--- src/rtl/uart_rx_byte.sv ---
// 8N1 (or 8E1 with UART_RX_PARITY_EN) UART receiver with mid-bit sampling.
// The received byte goes to a single-entry valid/ready holding register. Errors are reported as one-cycle strobes.
module uart_rx_byte #(
    parameter int BIT_CLKS    = 16,
    parameter int SYNC_STAGES = 2
) (
    input  logic       clk,
    input  logic       resetn,
    input  logic       rx_in,
    output logic [7:0] rx_data,
    output logic       rx_valid,
    input  logic       rx_ready,
    output logic       frame_err,
    output logic       parity_err,
    output logic       overrun,
    output logic       busy
);

    localparam int CW = (BIT_CLKS > 2) ? $clog2(BIT_CLKS) : 1;
    localparam logic [CW-1:0] HALF = CW'(BIT_CLKS / 2 - 1);
    localparam logic [CW-1:0] FULL = CW'(BIT_CLKS - 1);

    typedef enum logic [2:0] {
        S_IDLE,
        S_START,
        S_DATA,
`ifdef UART_RX_PARITY_EN
        S_PARITY,
`endif
        S_STOP,
        S_BREAK
    } state_t;

    state_t                 state_q, state_d;
    logic [SYNC_STAGES-1:0] sync_q, sync_d;
    logic [SYNC_STAGES-1:0] fill_q, fill_d;
    logic                   armed_q, armed_d;
    logic                   rxs_prev_q, rxs_prev_d;
    logic [CW-1:0]          cnt_q, cnt_d;
    logic [2:0]             idx_q, idx_d;
    logic [7:0]             shift_q, shift_d;
    logic [7:0]             rx_data_q, rx_data_d;
    logic                   rx_valid_q, rx_valid_d;
    logic                   frame_err_q, frame_err_d;
    logic                   overrun_q, overrun_d;
    logic                   done_good;
    logic                   rxs;
`ifdef UART_RX_PARITY_EN
    logic                   par_bad_q, par_bad_d;
    logic                   parity_err_q, parity_err_d;
`endif

    assign rxs = sync_q[SYNC_STAGES-1];

    always_comb begin
        sync_d      = {sync_q[SYNC_STAGES-2:0], rx_in};
        fill_d      = {fill_q[SYNC_STAGES-2:0], 1'b1};
        // Only a high level that really came through the synchronizer arms start
        // detection, so a line already low at reset release is ignored.
        armed_d     = armed_q | (fill_q[SYNC_STAGES-1] & rxs);
        rxs_prev_d  = rxs;
        state_d     = state_q;
        cnt_d       = cnt_q;
        idx_d       = idx_q;
        shift_d     = shift_q;
        rx_data_d   = rx_data_q;
        rx_valid_d  = rx_valid_q;
        frame_err_d = 1'b0;
        overrun_d   = 1'b0;
        done_good   = 1'b0;
`ifdef UART_RX_PARITY_EN
        par_bad_d    = par_bad_q;
        parity_err_d = 1'b0;
`endif

        if (rx_valid_q && rx_ready) rx_valid_d = 1'b0;

        case (state_q)
            S_IDLE: begin
                if (armed_q && rxs_prev_q && !rxs) begin
                    cnt_d   = HALF;
                    state_d = S_START;
                end
            end
            S_START: begin
                if (cnt_q != '0) cnt_d = cnt_q - CW'(1);
                else if (rxs) state_d = S_IDLE;
                else begin
                    cnt_d   = FULL;
                    idx_d   = 3'd0;
                    state_d = S_DATA;
`ifdef UART_RX_PARITY_EN
                    par_bad_d = 1'b0;
`endif
                end
            end
            S_DATA: begin
                if (cnt_q != '0) cnt_d = cnt_q - CW'(1);
                else begin
                    shift_d[idx_q] = rxs;
                    cnt_d          = FULL;
                    if (idx_q == 3'd7) begin
`ifdef UART_RX_PARITY_EN
                        state_d = S_PARITY;
`else
                        state_d = S_STOP;
`endif
                    end else begin
                        idx_d = idx_q + 3'd1;
                    end
                end
            end
`ifdef UART_RX_PARITY_EN
            S_PARITY: begin
                if (cnt_q != '0) cnt_d = cnt_q - CW'(1);
                else begin
                    par_bad_d = ^{shift_q, rxs};
                    cnt_d     = FULL;
                    state_d   = S_STOP;
                end
            end
`endif
            S_STOP: begin
                if (cnt_q != '0) cnt_d = cnt_q - CW'(1);
                else if (!rxs) begin
                    frame_err_d = 1'b1;
                    state_d     = S_BREAK;
                end else begin
                    state_d = S_IDLE;
`ifdef UART_RX_PARITY_EN
                    if (par_bad_q) parity_err_d = 1'b1;
                    else done_good = 1'b1;
`else
                    done_good = 1'b1;
`endif
                end
            end
            S_BREAK: begin
                if (rxs) state_d = S_IDLE;
            end
            default: state_d = S_IDLE;
        endcase

        if (done_good) begin
            if (!rx_valid_q || rx_ready) begin
                rx_data_d  = shift_q;
                rx_valid_d = 1'b1;
            end else begin
                overrun_d = 1'b1;
            end
        end
    end

    always_ff @(posedge clk or negedge resetn) begin
        if (!resetn) begin
            state_q     <= S_IDLE;
            sync_q      <= '1;
            fill_q      <= '0;
            armed_q     <= 1'b0;
            rxs_prev_q  <= 1'b1;
            cnt_q       <= '0;
            idx_q       <= 3'd0;
            shift_q     <= 8'h00;
            rx_data_q   <= 8'h00;
            rx_valid_q  <= 1'b0;
            frame_err_q <= 1'b0;
            overrun_q   <= 1'b0;
`ifdef UART_RX_PARITY_EN
            par_bad_q    <= 1'b0;
            parity_err_q <= 1'b0;
`endif
        end else begin
            state_q     <= state_d;
            sync_q      <= sync_d;
            fill_q      <= fill_d;
            armed_q     <= armed_d;
            rxs_prev_q  <= rxs_prev_d;
            cnt_q       <= cnt_d;
            idx_q       <= idx_d;
            shift_q     <= shift_d;
            rx_data_q   <= rx_data_d;
            rx_valid_q  <= rx_valid_d;
            frame_err_q <= frame_err_d;
            overrun_q   <= overrun_d;
`ifdef UART_RX_PARITY_EN
            par_bad_q    <= par_bad_d;
            parity_err_q <= parity_err_d;
`endif
        end
    end

    assign rx_data   = rx_data_q;
    assign rx_valid  = rx_valid_q;
    assign frame_err = frame_err_q;
    assign overrun   = overrun_q;
    assign busy      = (state_q != S_IDLE);
`ifdef UART_RX_PARITY_EN
    assign parity_err = parity_err_q;
`else
    assign parity_err = 1'b0;
`endif

endmodule
--- config.mk ---
export PLATFORM = sky130hd
export DESIGN_NAME = uart_rx_byte
export DESIGN_NICKNAME = d
export VERILOG_FILES = /design/src/rtl/uart_rx_byte.sv
export SDC_FILE = /design/constraint.sdc
export NUM_CORES = 1
export LEC_CHECK = 0
export ABC_AREA = 1
export BUFFER_PORTS_ARGS = -buffer_cell sky130_fd_sc_hd__buf_2
export CAP_MARGIN = 20
export CELL_PAD_IN_SITES_DETAIL_PLACEMENT = 1
export CELL_PAD_IN_SITES_GLOBAL_PLACEMENT = 1
export CORE_ASPECT_RATIO = 1.5
export CORE_UTILIZATION = 35
export DETAILED_ROUTE_END_ITERATION = 16
export HOLD_SLACK_MARGIN = 0.02
export PLACE_DENSITY = 0.75
export SLEW_MARGIN = 20
export SYNTH_ARGS = -nofsm -noshare
export SYNTH_HDL_FRONTEND = slang
export SYNTH_SLANG_ARGS = --single-unit
--- constraint.sdc ---
create_clock -name clk -period 3 [get_ports clk]
set_input_delay 0.3 -clock clk [delete_from_list [all_inputs] [get_ports clk]]
set_output_delay 0.3 -clock clk [all_outputs]
set_load 0.005 [all_outputs]
==> summary.log <==
qor: placement.hpwlAfterDp 2390 um
qor: yosys.syn_area 1660 sq um
qor: floorplanning.coreArea 4540 sq um
qor: yosys.synth.net_count 195
qor: worst_setup_path.r2r.worst_path.cells 7
qor: sta.post-route-period-util 53.8%
qor: worst_setup_path.cp-end-kind flip-flop
qor: grt.grt_pass1_wl 5710 um
qor: clocking.tritoncts_clock_tree yes
qor: drt.viasPerCell 4.64
qor: sta.post-route-min-period 1610 ps
qor: clocking.clock_insertion_delay_worst_skew 290 ps
qor: drt.drc 0
qor: floorplanning.std_cell_rows 30
qor: cells_and_area.flow.area_growth_from_synthesis 14.7%
qor: worst_setup_path.startpoint_type flip-flop
qor: worst_setup_path.crit_path_class flip-flop to flip-flop
qor: sta.slew_headroom 49.1%
qor: sta.timing.clock.skew 6.35 ps
qor: clocking.hold_buf_count_cts 0
qor: hold_path.type_of_the_most_critical_hold_path input pin to asynchronous set/reset pin
qor: grt.grt_ovf 0
qor: sta.final_max_slew_viol_count 0
qor: floorplanning.die-width 58.2 um
qor: cells_and_area.final_common_cell sky130_fd_sc_hd__nand2_1
qor: worst_setup_path.crit-reg2reg-capture idx_q[2]$_DFFE_PN0P_
qor: cells_and_area.multi_input_comb_area 687 sq um
qor: yosys.synth-seq-cells 35
qor: yosys.number_of_warning_messages_in_the_yosys_log 0
qor: yosys.synthCells 188
qor: cells_and_area.layout.cells.most_common_list sky130_fd_sc_hd__nand2_1, sky130_fd_sc_hd__dfrtp_1, sky130_fd_sc_hd__nand3_1
qor: drt.vias 1261
qor: clocking.cts_buffer_depth 2
qor: floorplanning.initial_utilization 36.4%
qor: sta.rsz_0062_raised_after_global_routing no
qor: power_and_ir_drop.cellLeakagePower 1.00 nW
qor: clocking.cts_repair_resize_count 0
qor: clocking.number_of_buffers_created_by_cts 5
qor: placement.numPortBuffers 15
qor: yosys.synth_area_per_cell 8.80 sq um
qor: cells_and_area.filler_cell_count 562
qor: sta.max_clock_freq 620 MHz
qor: cells_and_area.register_area 880 sq um
qor: cells_and_area.fin_nets 214
qor: placement.gp_routability_congestion 0.776
qor: floorplanning.die_h 86.2 um
qor: floorplanning.die_area 5010 sq um
qor: drt.drt_first_pass_iters 4
qor: floorplanning.top_level_ports 17
qor: grt.first_global_vias 1280
qor: drt.sum_of_routed_wire_length_over_all_layers 3210 um
qor: run_status.status finished, final reports clean
qor: drt.drt_first_iter_violations 26
qor: sta.setup_violations 0
qor: clocking.clock_sinks 35
qor: worst_setup_path.critical_path_arrival 1800 ps
qor: cells_and_area.layout-drive-gt1-share 22.1%
qor: sta.hold_viol_final 0
qor: power_and_ir_drop.report.power.total 1.40 mW
qor: clocking.setup_bufs_post_cts 0
qor: sta.timing_worst_slew_pin_value 763 ps
qor: cells_and_area.num_antenna_cells 0
qor: power_and_ir_drop.power_density 737 nW/um^2
qor: worst_setup_path.worst_r2r_startpoint cnt_q[0]$_DFFE_PN0P_
qor: clocking.clkTransAtPathRegs 80 ps
qor: power_and_ir_drop.vdd_drop_max 0.328 mV
qor: placement.dpl.cell_count 264
qor: yosys.seq_area_frac_synth 53.1%
qor: clocking.root_buffer sky130_fd_sc_hd__clkbuf_8
qor: drt.drt.antenna.violating_nets 0
qor: grt.grt_total_usage 15.0%
qor: sta.tns 0 ps
qor: job.maxCapViolCount 0
qor: cells_and_area.post-route-util 41.8%
qor: grt.pin_count_of_the_biggest_net_entering_global_routing 36
qor: grt.antenna_found_initial 0
qor: worst_setup_path.critPathMaxFanout 8
qor: worst_setup_path.reg2reg_setup_slack 1390 ps
qor: drt.wl_per_cell 11.8 um
qor: yosys.ys_types 28
qor: worst_setup_path.worst_ep_required_time 3180 ps
qor: cells_and_area.fin_cells 272
qor: clocking.htreeDepth 2
final cells by class:
class	count	area share (%)
flip-flops and latches	35	46.3
multi-input cells	133	36.2
inverters	17	3.36
clock inverters	3	2.31
repair buffers	15	3.96
clock buffers	5	3.63
well taps	64	4.22
report_power, final:
part	switching, mW	leakage, nW	internal (mW)	total, mW
Sequential	0.0491	0.456	0.521	0.570
Clock	0.178	0.0581	0.247	0.425
Combinational	0.270	0.487	0.134	0.404
cells in the mapped netlist, drive strengths merged:
master	instances	area share [%]
a21o	1	0.45
a21oi	2	0.60
and2	1	0.38
buf	1	0.45
clkbuf	2	1.1
conb	2	0.45
dfrtp	32	48
dfstp	3	4.8
ha	3	2.3
inv	17	3.9
nand2	64	16
nand3	25	7.9
nand4	3	1.1
nor2	16	6.3
nor3	1	0.60
o211ai	1	0.45
o21ai	13	4.2
o21bai	1	0.68
through the flow:
step	hold slack, ps	setup slack [ps]	area [sq um]
4_1_cts	101	1370	1900
3_3_place_gp	337	1390	1790
3_5_place_dp	340	1390	1790
5_1_grt	93.7	1240	1900
2_1_floorplan	4.41	1620	1660
6_report	78.2	1390	1900
kinds of logic after synthesis:
kind of cell | share of synthesized area (%)
fa+ha+maj | 2.27
flops | 53.1
other cells | 0.454
simple gates | 32.4
buf+inv | 5.37
compound gates | 6.35
flip-flops by register name (all words and copies together) (netlist names), 2 cells and up:
name,count
cnt_q,4
fill_q,2
idx_q,3
rx_data,8
shift_q,8
state_q,3
sync_q,2
worst max-delay path: stages (launching register included):
cell                       delay (ps)
sky130_fd_sc_hd__dfrtp_1          390
sky130_fd_sc_hd__inv_1             90
sky130_fd_sc_hd__ha_1             210
sky130_fd_sc_hd__nand3_2          230
sky130_fd_sc_hd__o21bai_2         260
sky130_fd_sc_hd__nand3_1          160
sky130_fd_sc_hd__nand2_1          100
sky130_fd_sc_hd__nand2_1           50
metal layers:
layer	up-vias	global-route usage, %	wire, um
li1	637	-	-
met1	595	16.6	1350
met3	5	4.03	108
met5	-	0	0
met4	0	6.49	58
met2	24	26.5	1690
worst max path at each step:
stage                               from                      to  cells past startpoint
floorplan           cnt_q[0]$_DFFE_PN0P_  rx_data[0]$_DFFE_PN0P_                      9
CTS                 cnt_q[0]$_DFFE_PN0P_    idx_q[2]$_DFFE_PN0P_                      7
detailed placement  cnt_q[0]$_DFFE_PN0P_    idx_q[2]$_DFFE_PN0P_                      7
global route        cnt_q[0]$_DFFE_PN0P_    idx_q[2]$_DFFE_PN0P_                      7
finish              cnt_q[0]$_DFFE_PN0P_    idx_q[2]$_DFFE_PN0P_                      7
global placement    cnt_q[0]$_DFFE_PN0P_    idx_q[2]$_DFFE_PN0P_                      7
(Power assumes the default switching activity.)
